`config.mk`:
```
export PLATFORM = sky130hd
export DESIGN_NAME = vga_timing_gen_flat
export DESIGN_NICKNAME = d
export VERILOG_FILES = /design/src/rtl/vga_timing_gen_pkg.sv /design/src/rtl/vga_timing_gen_if.sv /design/src/rtl/vga_delay_line.sv /design/src/rtl/vga_timing_gen.sv /design/src/flat_wrapper.sv
export SDC_FILE = /design/constraint.sdc
export NUM_CORES = 1
export LEC_CHECK = 0
export CORE_MARGIN = 2
export CORE_UTILIZATION = 47
export DETAILED_ROUTE_END_ITERATION = 7
export HOLD_SLACK_MARGIN = 0.02
export PLACE_DENSITY = 0.75
export SYNTH_ARGS = -nofsm -noshare
export SYNTH_HDL_FRONTEND = slang
export SYNTH_HIERARCHICAL = 1
export SYNTH_SLANG_ARGS = --single-unit
```
`constraint.sdc`:
```
create_clock -name clk -period 14.2 [get_ports clk]
set_input_delay 2.13 -clock clk [delete_from_list [all_inputs] [get_ports clk]]
set_output_delay 2.13 -clock clk [all_outputs]
set_load 0.01 [all_outputs]
```
`src/rtl/vga_timing_gen_pkg.sv`:
```
// Shared definitions for the raster timing generator: 640x480@60 defaults,
// the reloadable timing bundle and its legality rule.
package vga_timing_gen_pkg;

  localparam int H_ACTIVE_640     = 640;
  localparam int H_SYNC_START_640 = 656;
  localparam int H_SYNC_END_640   = 752;
  localparam int H_TOTAL_640      = 800;
  localparam int V_ACTIVE_480     = 480;
  localparam int V_SYNC_START_480 = 490;
  localparam int V_SYNC_END_480   = 492;
  localparam int V_TOTAL_480      = 525;

  // Fields are sized for the widest supported counter; narrower instances
  // zero-extend into them and the unused upper bits fold away.
  localparam int TIMING_W_MAX = 16;

  typedef struct packed {
    logic [TIMING_W_MAX-1:0] h_active;
    logic [TIMING_W_MAX-1:0] h_sync_start;
    logic [TIMING_W_MAX-1:0] h_sync_end;
    logic [TIMING_W_MAX-1:0] h_total;
    logic [TIMING_W_MAX-1:0] v_active;
    logic [TIMING_W_MAX-1:0] v_sync_start;
    logic [TIMING_W_MAX-1:0] v_sync_end;
    logic [TIMING_W_MAX-1:0] v_total;
    logic                    hs_pol;
    logic                    vs_pol;
  } timing_t;

  localparam int TIMING_BITS = $bits(timing_t);

  function automatic logic timing_legal(timing_t t);
    return (t.h_total >= TIMING_W_MAX'(2))
        && (t.h_active <= t.h_sync_start)
        && (t.h_sync_start < t.h_sync_end)
        && (t.h_sync_end <= t.h_total)
        && (t.v_total >= TIMING_W_MAX'(2))
        && (t.v_active <= t.v_sync_start)
        && (t.v_sync_start < t.v_sync_end)
        && (t.v_sync_end <= t.v_total);
  endfunction

endpackage

```
`src/rtl/vga_timing_gen_if.sv`:
```
// Configuration port of the timing generator: a valid/ready offer of a full
// timing set, plus a one-cycle error pulse when an offer is rejected.
interface vga_timing_gen_if #(
  parameter int W = 11
);
  logic         cfg_valid;
  logic         cfg_ready;
  logic [W-1:0] cfg_h_active;
  logic [W-1:0] cfg_h_sync_start;
  logic [W-1:0] cfg_h_sync_end;
  logic [W-1:0] cfg_h_total;
  logic [W-1:0] cfg_v_active;
  logic [W-1:0] cfg_v_sync_start;
  logic [W-1:0] cfg_v_sync_end;
  logic [W-1:0] cfg_v_total;
  logic         cfg_hs_pol;
  logic         cfg_vs_pol;
  logic         cfg_err;

  modport master (
    output cfg_valid, cfg_h_active, cfg_h_sync_start, cfg_h_sync_end, cfg_h_total,
           cfg_v_active, cfg_v_sync_start, cfg_v_sync_end, cfg_v_total,
           cfg_hs_pol, cfg_vs_pol,
    input  cfg_ready, cfg_err
  );

  modport slave (
    input  cfg_valid, cfg_h_active, cfg_h_sync_start, cfg_h_sync_end, cfg_h_total,
           cfg_v_active, cfg_v_sync_start, cfg_v_sync_end, cfg_v_total,
           cfg_hs_pol, cfg_vs_pol,
    output cfg_ready, cfg_err
  );
endinterface

```
`src/rtl/vga_delay_line.sv`:
```
// Pixel-enable gated shift register; DEPTH=0 degenerates to a wire.
// Every stage resets to rst_val so the output is defined from the first cycle.
module vga_delay_line #(
  parameter int WIDTH = 1,
  parameter int DEPTH = 1
) (
  input  logic             clk,
  input  logic             rst,
  input  logic             ce,
  input  logic [WIDTH-1:0] rst_val,
  input  logic [WIDTH-1:0] d,
  output logic [WIDTH-1:0] q
);

  if (DEPTH == 0) begin : g_bypass
    logic unused_ctrl;
    assign unused_ctrl = ^{clk, rst, ce, rst_val};
    assign q = d;
  end else begin : g_pipe
    logic [WIDTH-1:0] stage [DEPTH];

    always_ff @(posedge clk) begin
      if (rst) begin
        for (int i = 0; i < DEPTH; i++) stage[i] <= rst_val;
      end else if (ce) begin
        stage[0] <= d;
        for (int i = 1; i < DEPTH; i++) stage[i] <= stage[i-1];
      end
    end

    assign q = stage[DEPTH-1];
  end

endmodule

```
`src/rtl/vga_timing_gen.sv`:
```
// Run-time reconfigurable raster timing generator. New timing is staged in a
// shadow set and swapped in only at a frame wrap, so a frame is never torn.
module vga_timing_gen
  import vga_timing_gen_pkg::*;
#(
  parameter int W                = 11,
  parameter int DEF_H_ACTIVE     = H_ACTIVE_640,
  parameter int DEF_H_SYNC_START = H_SYNC_START_640,
  parameter int DEF_H_SYNC_END   = H_SYNC_END_640,
  parameter int DEF_H_TOTAL      = H_TOTAL_640,
  parameter int DEF_V_ACTIVE     = V_ACTIVE_480,
  parameter int DEF_V_SYNC_START = V_SYNC_START_480,
  parameter int DEF_V_SYNC_END   = V_SYNC_END_480,
  parameter int DEF_V_TOTAL      = V_TOTAL_480,
  parameter int DEF_HS_POL       = 0,
  parameter int DEF_VS_POL       = 0,
  parameter int SYNC_DLY         = 0
) (
  input  logic             clk,
  input  logic             rst,
  input  logic             ce,
  vga_timing_gen_if.slave  cfg_bus,
  output logic [W-1:0]     x,
  output logic [W-1:0]     y,
  output logic             hsync,
  output logic             vsync,
  output logic             blank,
  output logic             line_start,
  output logic             frame_start
);

  localparam int TW = TIMING_W_MAX;

  localparam timing_t DEF_TIMING = '{
    h_active:     TW'(DEF_H_ACTIVE),
    h_sync_start: TW'(DEF_H_SYNC_START),
    h_sync_end:   TW'(DEF_H_SYNC_END),
    h_total:      TW'(DEF_H_TOTAL),
    v_active:     TW'(DEF_V_ACTIVE),
    v_sync_start: TW'(DEF_V_SYNC_START),
    v_sync_end:   TW'(DEF_V_SYNC_END),
    v_total:      TW'(DEF_V_TOTAL),
    hs_pol:       (DEF_HS_POL != 0),
    vs_pol:       (DEF_VS_POL != 0)
  };

  // Decode of x=0,y=0 under the default timing: {hsync, vsync, blank, line_start, frame_start}.
  localparam logic [4:0] DLY_RST = {(DEF_HS_POL == 0), (DEF_VS_POL == 0), 1'b0, 1'b1, 1'b1};

  timing_t               act;
  timing_t               cfg_in;
  logic [TIMING_BITS-1:0] shd;
  logic                  pending;
  logic                  xfer;
  logic                  cfg_ok;
  logic [TW-1:0]         x_ext;
  logic [TW-1:0]         y_ext;
  logic                  x_wrap;
  logic                  y_wrap;
  logic [4:0]            dec;
  logic [4:0]            dly_q;

  assign cfg_in = '{
    h_active:     TW'(cfg_bus.cfg_h_active),
    h_sync_start: TW'(cfg_bus.cfg_h_sync_start),
    h_sync_end:   TW'(cfg_bus.cfg_h_sync_end),
    h_total:      TW'(cfg_bus.cfg_h_total),
    v_active:     TW'(cfg_bus.cfg_v_active),
    v_sync_start: TW'(cfg_bus.cfg_v_sync_start),
    v_sync_end:   TW'(cfg_bus.cfg_v_sync_end),
    v_total:      TW'(cfg_bus.cfg_v_total),
    hs_pol:       cfg_bus.cfg_hs_pol,
    vs_pol:       cfg_bus.cfg_vs_pol
  };

  assign cfg_bus.cfg_ready = !pending;
  assign xfer   = cfg_bus.cfg_valid && !pending;
  assign cfg_ok = timing_legal(cfg_in);

  assign x_ext  = TW'(x);
  assign y_ext  = TW'(y);
  assign x_wrap = x_ext >= act.h_total - TW'(1);
  assign y_wrap = y_ext >= act.v_total - TW'(1);

  // A transfer needs pending=0, so it can never coincide with an apply: the
  // two pending writes below are mutually exclusive.
  always_ff @(posedge clk) begin
    // NOTE: sequential state uses non-blocking assignments so every register
    // samples pre-edge values, independent of statement order.
    if (rst) begin
      x               <= '0;
      y               <= '0;
      act             <= DEF_TIMING;
      pending         <= 1'b0;
      cfg_bus.cfg_err <= 1'b0;
    end else begin
      cfg_bus.cfg_err <= xfer && !cfg_ok;
      if (ce) begin
        if (x_wrap) begin
          x <= '0;
          y <= y_wrap ? '0 : y + W'(1);
        end else begin
          x <= x + W'(1);
        end
        if (x_wrap && y_wrap && pending) begin
          act     <= timing_t'(shd);
          pending <= 1'b0;
        end
      end
      if (xfer && cfg_ok) pending <= 1'b1;
    end
  end

  // NOTE: the shadow set is data only, qualified by pending, so it carries no
  // reset; stale contents are never observed.
  always_ff @(posedge clk) begin
    if (xfer && cfg_ok) shd <= cfg_in;
  end

  always_comb begin
    logic in_h;
    logic in_v;
    in_h = (x_ext >= act.h_sync_start) && (x_ext < act.h_sync_end);
    in_v = (y_ext >= act.v_sync_start) && (y_ext < act.v_sync_end);
    dec  = { act.hs_pol ? in_h : !in_h,
             act.vs_pol ? in_v : !in_v,
             (x_ext >= act.h_active) || (y_ext >= act.v_active),
             (x == '0),
             (x == '0) && (y == '0) };
  end

  vga_delay_line #(
    .WIDTH (5),
    .DEPTH (SYNC_DLY)
  ) u_dly (
    .clk     (clk),
    .rst     (rst),
    .ce      (ce),
    .rst_val (DLY_RST),
    .d       (dec),
    .q       (dly_q)
  );

  assign {hsync, vsync, blank, line_start, frame_start} = dly_q;

endmodule

```
`src/flat_wrapper.sv`:
```
// flat-port wrapper written by rule: the top's interface ports become plain ports
module vga_timing_gen_flat import vga_timing_gen_pkg::*;
#(
  parameter int W                = 11,
  parameter int DEF_H_ACTIVE     = H_ACTIVE_640,
  parameter int DEF_H_SYNC_START = H_SYNC_START_640,
  parameter int DEF_H_SYNC_END   = H_SYNC_END_640,
  parameter int DEF_H_TOTAL      = H_TOTAL_640,
  parameter int DEF_V_ACTIVE     = V_ACTIVE_480,
  parameter int DEF_V_SYNC_START = V_SYNC_START_480,
  parameter int DEF_V_SYNC_END   = V_SYNC_END_480,
  parameter int DEF_V_TOTAL      = V_TOTAL_480,
  parameter int DEF_HS_POL       = 0,
  parameter int DEF_VS_POL       = 0,
  parameter int SYNC_DLY         = 0
)
  (clk, rst, ce, x, y, hsync, vsync, blank, line_start, frame_start, cfg_bus_cfg_valid, cfg_bus_cfg_h_active, cfg_bus_cfg_h_sync_start, cfg_bus_cfg_h_sync_end, cfg_bus_cfg_h_total, cfg_bus_cfg_v_active, cfg_bus_cfg_v_sync_start, cfg_bus_cfg_v_sync_end, cfg_bus_cfg_v_total, cfg_bus_cfg_hs_pol, cfg_bus_cfg_vs_pol, cfg_bus_cfg_ready, cfg_bus_cfg_err);
  vga_timing_gen_if #(.W(W)) cfg_bus_i ();
  input  logic clk;
  input  logic rst;
  input  logic ce;
  output logic [W-1:0] x;
  output logic [W-1:0] y;
  output logic hsync;
  output logic vsync;
  output logic blank;
  output logic line_start;
  output logic frame_start;
  input wire logic [$bits(cfg_bus_i.cfg_valid)-1:0] cfg_bus_cfg_valid;
  input wire logic [$bits(cfg_bus_i.cfg_h_active)-1:0] cfg_bus_cfg_h_active;
  input wire logic [$bits(cfg_bus_i.cfg_h_sync_start)-1:0] cfg_bus_cfg_h_sync_start;
  input wire logic [$bits(cfg_bus_i.cfg_h_sync_end)-1:0] cfg_bus_cfg_h_sync_end;
  input wire logic [$bits(cfg_bus_i.cfg_h_total)-1:0] cfg_bus_cfg_h_total;
  input wire logic [$bits(cfg_bus_i.cfg_v_active)-1:0] cfg_bus_cfg_v_active;
  input wire logic [$bits(cfg_bus_i.cfg_v_sync_start)-1:0] cfg_bus_cfg_v_sync_start;
  input wire logic [$bits(cfg_bus_i.cfg_v_sync_end)-1:0] cfg_bus_cfg_v_sync_end;
  input wire logic [$bits(cfg_bus_i.cfg_v_total)-1:0] cfg_bus_cfg_v_total;
  input wire logic [$bits(cfg_bus_i.cfg_hs_pol)-1:0] cfg_bus_cfg_hs_pol;
  input wire logic [$bits(cfg_bus_i.cfg_vs_pol)-1:0] cfg_bus_cfg_vs_pol;
  output wire logic [$bits(cfg_bus_i.cfg_ready)-1:0] cfg_bus_cfg_ready;
  output wire logic [$bits(cfg_bus_i.cfg_err)-1:0] cfg_bus_cfg_err;
  assign cfg_bus_i.cfg_valid = cfg_bus_cfg_valid;
  assign cfg_bus_i.cfg_h_active = cfg_bus_cfg_h_active;
  assign cfg_bus_i.cfg_h_sync_start = cfg_bus_cfg_h_sync_start;
  assign cfg_bus_i.cfg_h_sync_end = cfg_bus_cfg_h_sync_end;
  assign cfg_bus_i.cfg_h_total = cfg_bus_cfg_h_total;
  assign cfg_bus_i.cfg_v_active = cfg_bus_cfg_v_active;
  assign cfg_bus_i.cfg_v_sync_start = cfg_bus_cfg_v_sync_start;
  assign cfg_bus_i.cfg_v_sync_end = cfg_bus_cfg_v_sync_end;
  assign cfg_bus_i.cfg_v_total = cfg_bus_cfg_v_total;
  assign cfg_bus_i.cfg_hs_pol = cfg_bus_cfg_hs_pol;
  assign cfg_bus_i.cfg_vs_pol = cfg_bus_cfg_vs_pol;
  assign cfg_bus_cfg_ready = cfg_bus_i.cfg_ready;
  assign cfg_bus_cfg_err = cfg_bus_i.cfg_err;
  vga_timing_gen #(.W(W), .DEF_H_ACTIVE(DEF_H_ACTIVE), .DEF_H_SYNC_START(DEF_H_SYNC_START), .DEF_H_SYNC_END(DEF_H_SYNC_END), .DEF_H_TOTAL(DEF_H_TOTAL), .DEF_V_ACTIVE(DEF_V_ACTIVE), .DEF_V_SYNC_START(DEF_V_SYNC_START), .DEF_V_SYNC_END(DEF_V_SYNC_END), .DEF_V_TOTAL(DEF_V_TOTAL), .DEF_HS_POL(DEF_HS_POL), .DEF_VS_POL(DEF_VS_POL), .SYNC_DLY(SYNC_DLY)) u_core (.clk(clk), .rst(rst), .ce(ce), .cfg_bus(cfg_bus_i), .x(x), .y(y), .hsync(hsync), .vsync(vsync), .blank(blank), .line_start(line_start), .frame_start(frame_start));
endmodule
```
# --- Word level (Yosys, flattened, before mapping) ---
# Index checks and enable logic that the tools add are counted.
word_totals:
  ff_bits: 204
  in_bits: 94
  out_inout_bits: 29
  wordCells: 69
op_classes:
  n_addsub: 4
  magnitude_cmp: 16
  muxes: 7
  n_reduce_logical: 27
op_table:
  columns: ["operator", "count"]
  rows:
  - ["$ge 11x11->1", 4]
  - ["$le 11x11->1", 4]
  - ["$lt 11x11->1", 4]
  - ["$ge 11x16->1", 2]
  - ["$sub 11x1->12 const B", 2]
  - ["$add 11x1->11 const B", 2]
  - ["$ge 11x2->1 const B", 2]
  - ["$logic_not 11->1", 2]
  - ["$mux 11", 2]
  - ["$logic_and 1x1->1", 15]
  - ["$reduce_and 2->1", 3]
  - ["$mux 1", 5]
  - ["$logic_not 1->1", 4]
  - ["$reduce_bool 2->1", 2]
  - ["$logic_or 1x1->1", 1]

# --- Depth between registers and ports, before layout ---
logic_depth:
  ltp_word: 11
  ltp_mapped: 15
  mapped_depth_nobuf: 13

# --- By module ---
# Netlist, hierarchy kept.
modules_own_cells:
  columns: ["mod", "n_inst", "cells_each", "area_each_um2", "seq_area_each_um2"]
  rows:
  - ["vga_timing_gen", 1, 1165, 11563.6, 4984.8]
  - ["vga_delay_line", 1, 5, 37.5, 0.0]

# --- Worst setup path after synthesis ---
# No wires, ideal clock.
synth_path:
  path_kind: "input port to flip-flop"
  startpoint: "input port cfg_bus_cfg_v_sync_end[9]"
  endpoint: "register u_core.shd[0] (enable)"
  setup_time_ps: 763
  arrival_ps: 12221
  required_time_ps: 13437
  slack_ps: 1216
  cell_stages: 8
  path_buffers: 0
  cell_sequence: "inv_1 ha_1 and4_4 a211o_1 nor4_1 o211ai_1 or4_1 nor4_1"
synth_via:
  elab_chain_cells: 4
  word_cells_on_any_way: 5
  classes_between: "order compare: 2; reduce/logical: 3"
synth_lines:
  columns: ["item", "line", "text"]
  rows:
  - ["start: declaration", "flat_wrapper.sv:36", "input wire logic [$bits(cfg_bus_i.cfg_v_sync_end)-1:0] cfg_bus_cfg_v_sync_end;"]
  - ["$lt 11x11->1", "vga_timing_gen_pkg.sv:40", "&& (t.v_sync_start < t.v_sync_end)"]
  - ["$logic_and 1x1->1", "vga_timing_gen_pkg.sv:40", null]
  - ["$logic_and 1x1->1 *", "vga_timing_gen_pkg.sv:41", "&& (t.v_sync_end <= t.v_total);"]
  - ["$logic_and 1x1->1 *", "vga_timing_gen.sv:117", "if (xfer && cfg_ok) shd <= cfg_in;"]
  - ["end signal: assignment", "vga_timing_gen.sv:117", null]
  - ["end: declaration", "vga_timing_gen.sv:52", "logic [TIMING_BITS-1:0] shd;"]
# Mark *: on every way between the ends. The rest lies on a longest branch, timed or not.
# A chain may end at the register's enable or synchronous reset.

# --- Worst setup path after layout ---
layout_path:
  startpoint: "register u_core.x[0]"
  endpoint: "output port hsync"
layout_via:
  elab_chain_cells: 4
  word_cells_on_any_way: 5
  classes_between: "order compare: 2; mux: 1; reduce/logical: 2"
layout_lines:
  columns: ["item", "line", "text"]
  rows:
  - ["start: declaration", "vga_timing_gen.sv:23", "output logic [W-1:0] x,"]
  - ["start signal: assignment", "vga_timing_gen.sv:103", "x <= x + W'(1);"]
  - ["$ge 11x11->1 or $lt 11x11->1 (tied branches)", "vga_timing_gen.sv:123", "in_h = (x_ext >= act.h_sync_start) && (x_ext < act.h_sync_end);"]
  - ["$logic_and 1x1->1 *", "vga_timing_gen.sv:123", null]
  - ["$logic_not 1->1", "vga_timing_gen.sv:125", "dec = { act.hs_pol ? in_h : !in_h,"]
  - ["$mux 1 *", "vga_timing_gen.sv:125", null]
  - ["end: declaration", "flat_wrapper.sv:24", "output logic hsync;"]
# Marks and branches as above.

==> impl_metrics.yaml <==
setup_path:
  cp_max_fo: 6
  worstSetupPathType: "flip-flop to primary output"
  required_ps: 12070
  critical_path_arrival_ps: 3300
  crit_top_cell: "a211oi_1"
  critical-path-top-delay-family: "compound AO/OA/AOI/OAI gates"
  cp_cell_sequence: "inv_1 -> ha_1 -> nand2b_1 -> a211oi_1 -> o31ai_1 -> a311oi_1 -> a211oi_1 -> xnor2_1 -> clkdlybuf4s50_1"
  cp-end-kind: "primary output"
  crit_buf_inv: 2
  critical_path.startpoint_type: "flip-flop"
  critPathSlowestCell: "clkdlybuf4s50_1"
  cpPeakStageDelay_ps: 610
placement:
  place_area_mm2: 0.0129
  io_buffers: 122
  gp_congestion: 0.874
  hpwl_mm: 20.7
layout:
  final_layout_size_suffix_gt1_frac: 0.0377
  final_nets: 1534
  syn2layout_area_growth_pct: 17.9
  nFillCells: 2088
  mostFrequentLayoutCell: "ha_1"
  antenna_cells: 0
  multiInputGateArea_mm2: 0.00576
  utilization: 0.564
  final_cell_mix: "ha_1, inv_1, nand2_1, clkdlybuf4s50_1, dfxtp_1"
  seq_area_mm2: 0.00498
  fin_area_mm2: 0.0137
drt:
  drt-vias-per-instance: 5.34
  drc: 0
  first_iter_violations: 545
  wl_per_cell_um: 17.2
  via_count: 8663
  ant_nets: 0
  first_pass_iters: 5
  drt-total-wl_mm: 27.9
timing:
  relSlewSlack: 0.382
  max_freq_mhz: 184
  skew_ps: 9.54
  slew_viol_final: 0
  fin_crit_sh: 0.382
  period_minus_slack_ps: 5430
  hold_viol: 0
  worst_pin_slew_ps: 926
  holdWs_ps: 457
  rsz0062_at_grt: "false"
  finalSetupViolCount: 0
  fin_tns_setup_ps: 0
worst_hold_path:
  holdCritPathClass: "flip-flop to flip-flop"
clock_network:
  insertion_delay_ps: 510
  root_buffer: "clkbuf_16"
  path_clk_slew_ps: 60
  cts.sinks: 204
  post-cts-setup-buffers: 0
  cts_tree: "yes"
  cts_buffers: 22
  cts_max_level: 1
  cts_buffer_depth: 3
  cts_resized: 0
  ctsHoldBuffers: 0
grt:
  track_usage: 0.214
  grt_first_pass_wirelength_mm: 44.4
  overflow: 0
  antenna_found_initial: 0
  grt_pass1_vias: 8664
  grt_max_degree: 91
power_and_ir_drop:
  combPwrFrac: 0.086
  swShare: 0.223
  power.internal_uw: 1010
  p_leak_uw: 0.00570
  pwr_density_cell_mw_per_mm2: 95.3
  max-vdd-ir-drop_mv: 0.0628
  p_switching_uw: 290
  seqPwrFrac: 0.478
  clkPwrFrac: 0.437
yosys:
  syn-instance-count: 1168
  synthesis.nets: 1418
  avgSynthCellArea_um2: 9.93
  yosys_warnings: 6
  syn-cell-area_mm2: 0.0116
floorplan:
  rows: 57
  start_util: 0.478
  dieArea_mm2: 0.0259
  die_x_um: 161
  chipHeight_um: 161
  ios: 123
  core_area_mm2: 0.0242
status:
  status: "finished, final reports clean"
flow_run:
  drv_cap: 0
## path summary, 6_finish.rpt
| kind | startpoint | end | slack, ps | cells after the start |
|---|---|---|---|---|
| setup / recovery | u_core/x[0] | hsync | 8770 | 9 |
| setup reg to reg | u_core/act[68] | u_core/act[23] | 10040 | 12 |
| hold / removal | u_core/act[52] | u_core/act[52] | 460 | 2 |
| hold reg to reg | u_core/act[52] | u_core/act[52] | 460 | 2 |
## metal layers
layer  part of all wire  GRT usage
met3              0.059     0.0275
met2               0.46      0.351
met1               0.46      0.296
met4              0.022     0.0678
met5                  0          0
## per-stage QoR
stage          instances  power (uW)  setup WS [ps]
2_1_floorplan       1168         690           1220
3_3_place_gp        1584         742           8520
3_5_place_dp        1584         746           8340
4_1_cts             1623        1310           8740
5_1_grt             1623        1350           8580
6_report            1623        1300           8770
## layout make-up
cell class | instances | share of cell area
tap | 324 | 0.0297
timing repair buffer | 128 | 0.0923
clock buffer | 33 | 0.0487
multi-input combinational | 784 | 0.421
clock inverter | 6 | 0.00394
inverter | 144 | 0.0396
sequential | 204 | 0.365
## worst min-delay path, cell delays in order (launching register included)
cell and delay, ps:
dfxtp_1 300, nand2_1 50, mux2i_1 50
## state kept, by name, summed over array words and instances (netlist names)
signal / flops
u_core/act: 90
u_core/cfg_bus.cfg_err: 1
u_core/pending: 1
u_core/shd: 90
u_core/x: 11
u_core/y: 11
## power by group through the flow
| stage | Clock, uW | Combinational, uW | Sequential, uW |
|---|---|---|---|
| CTS | 578 | 112 | 622 |
| global route | 600 | 124 | 623 |
| detailed placement | 0 | 111 | 635 |
| finish | 569 | 112 | 623 |
| global placement | 0 | 107 | 635 |
| floorplan | 0 | 53.8 | 637 |
Note: power is estimated with default switching activity, not from simulation.
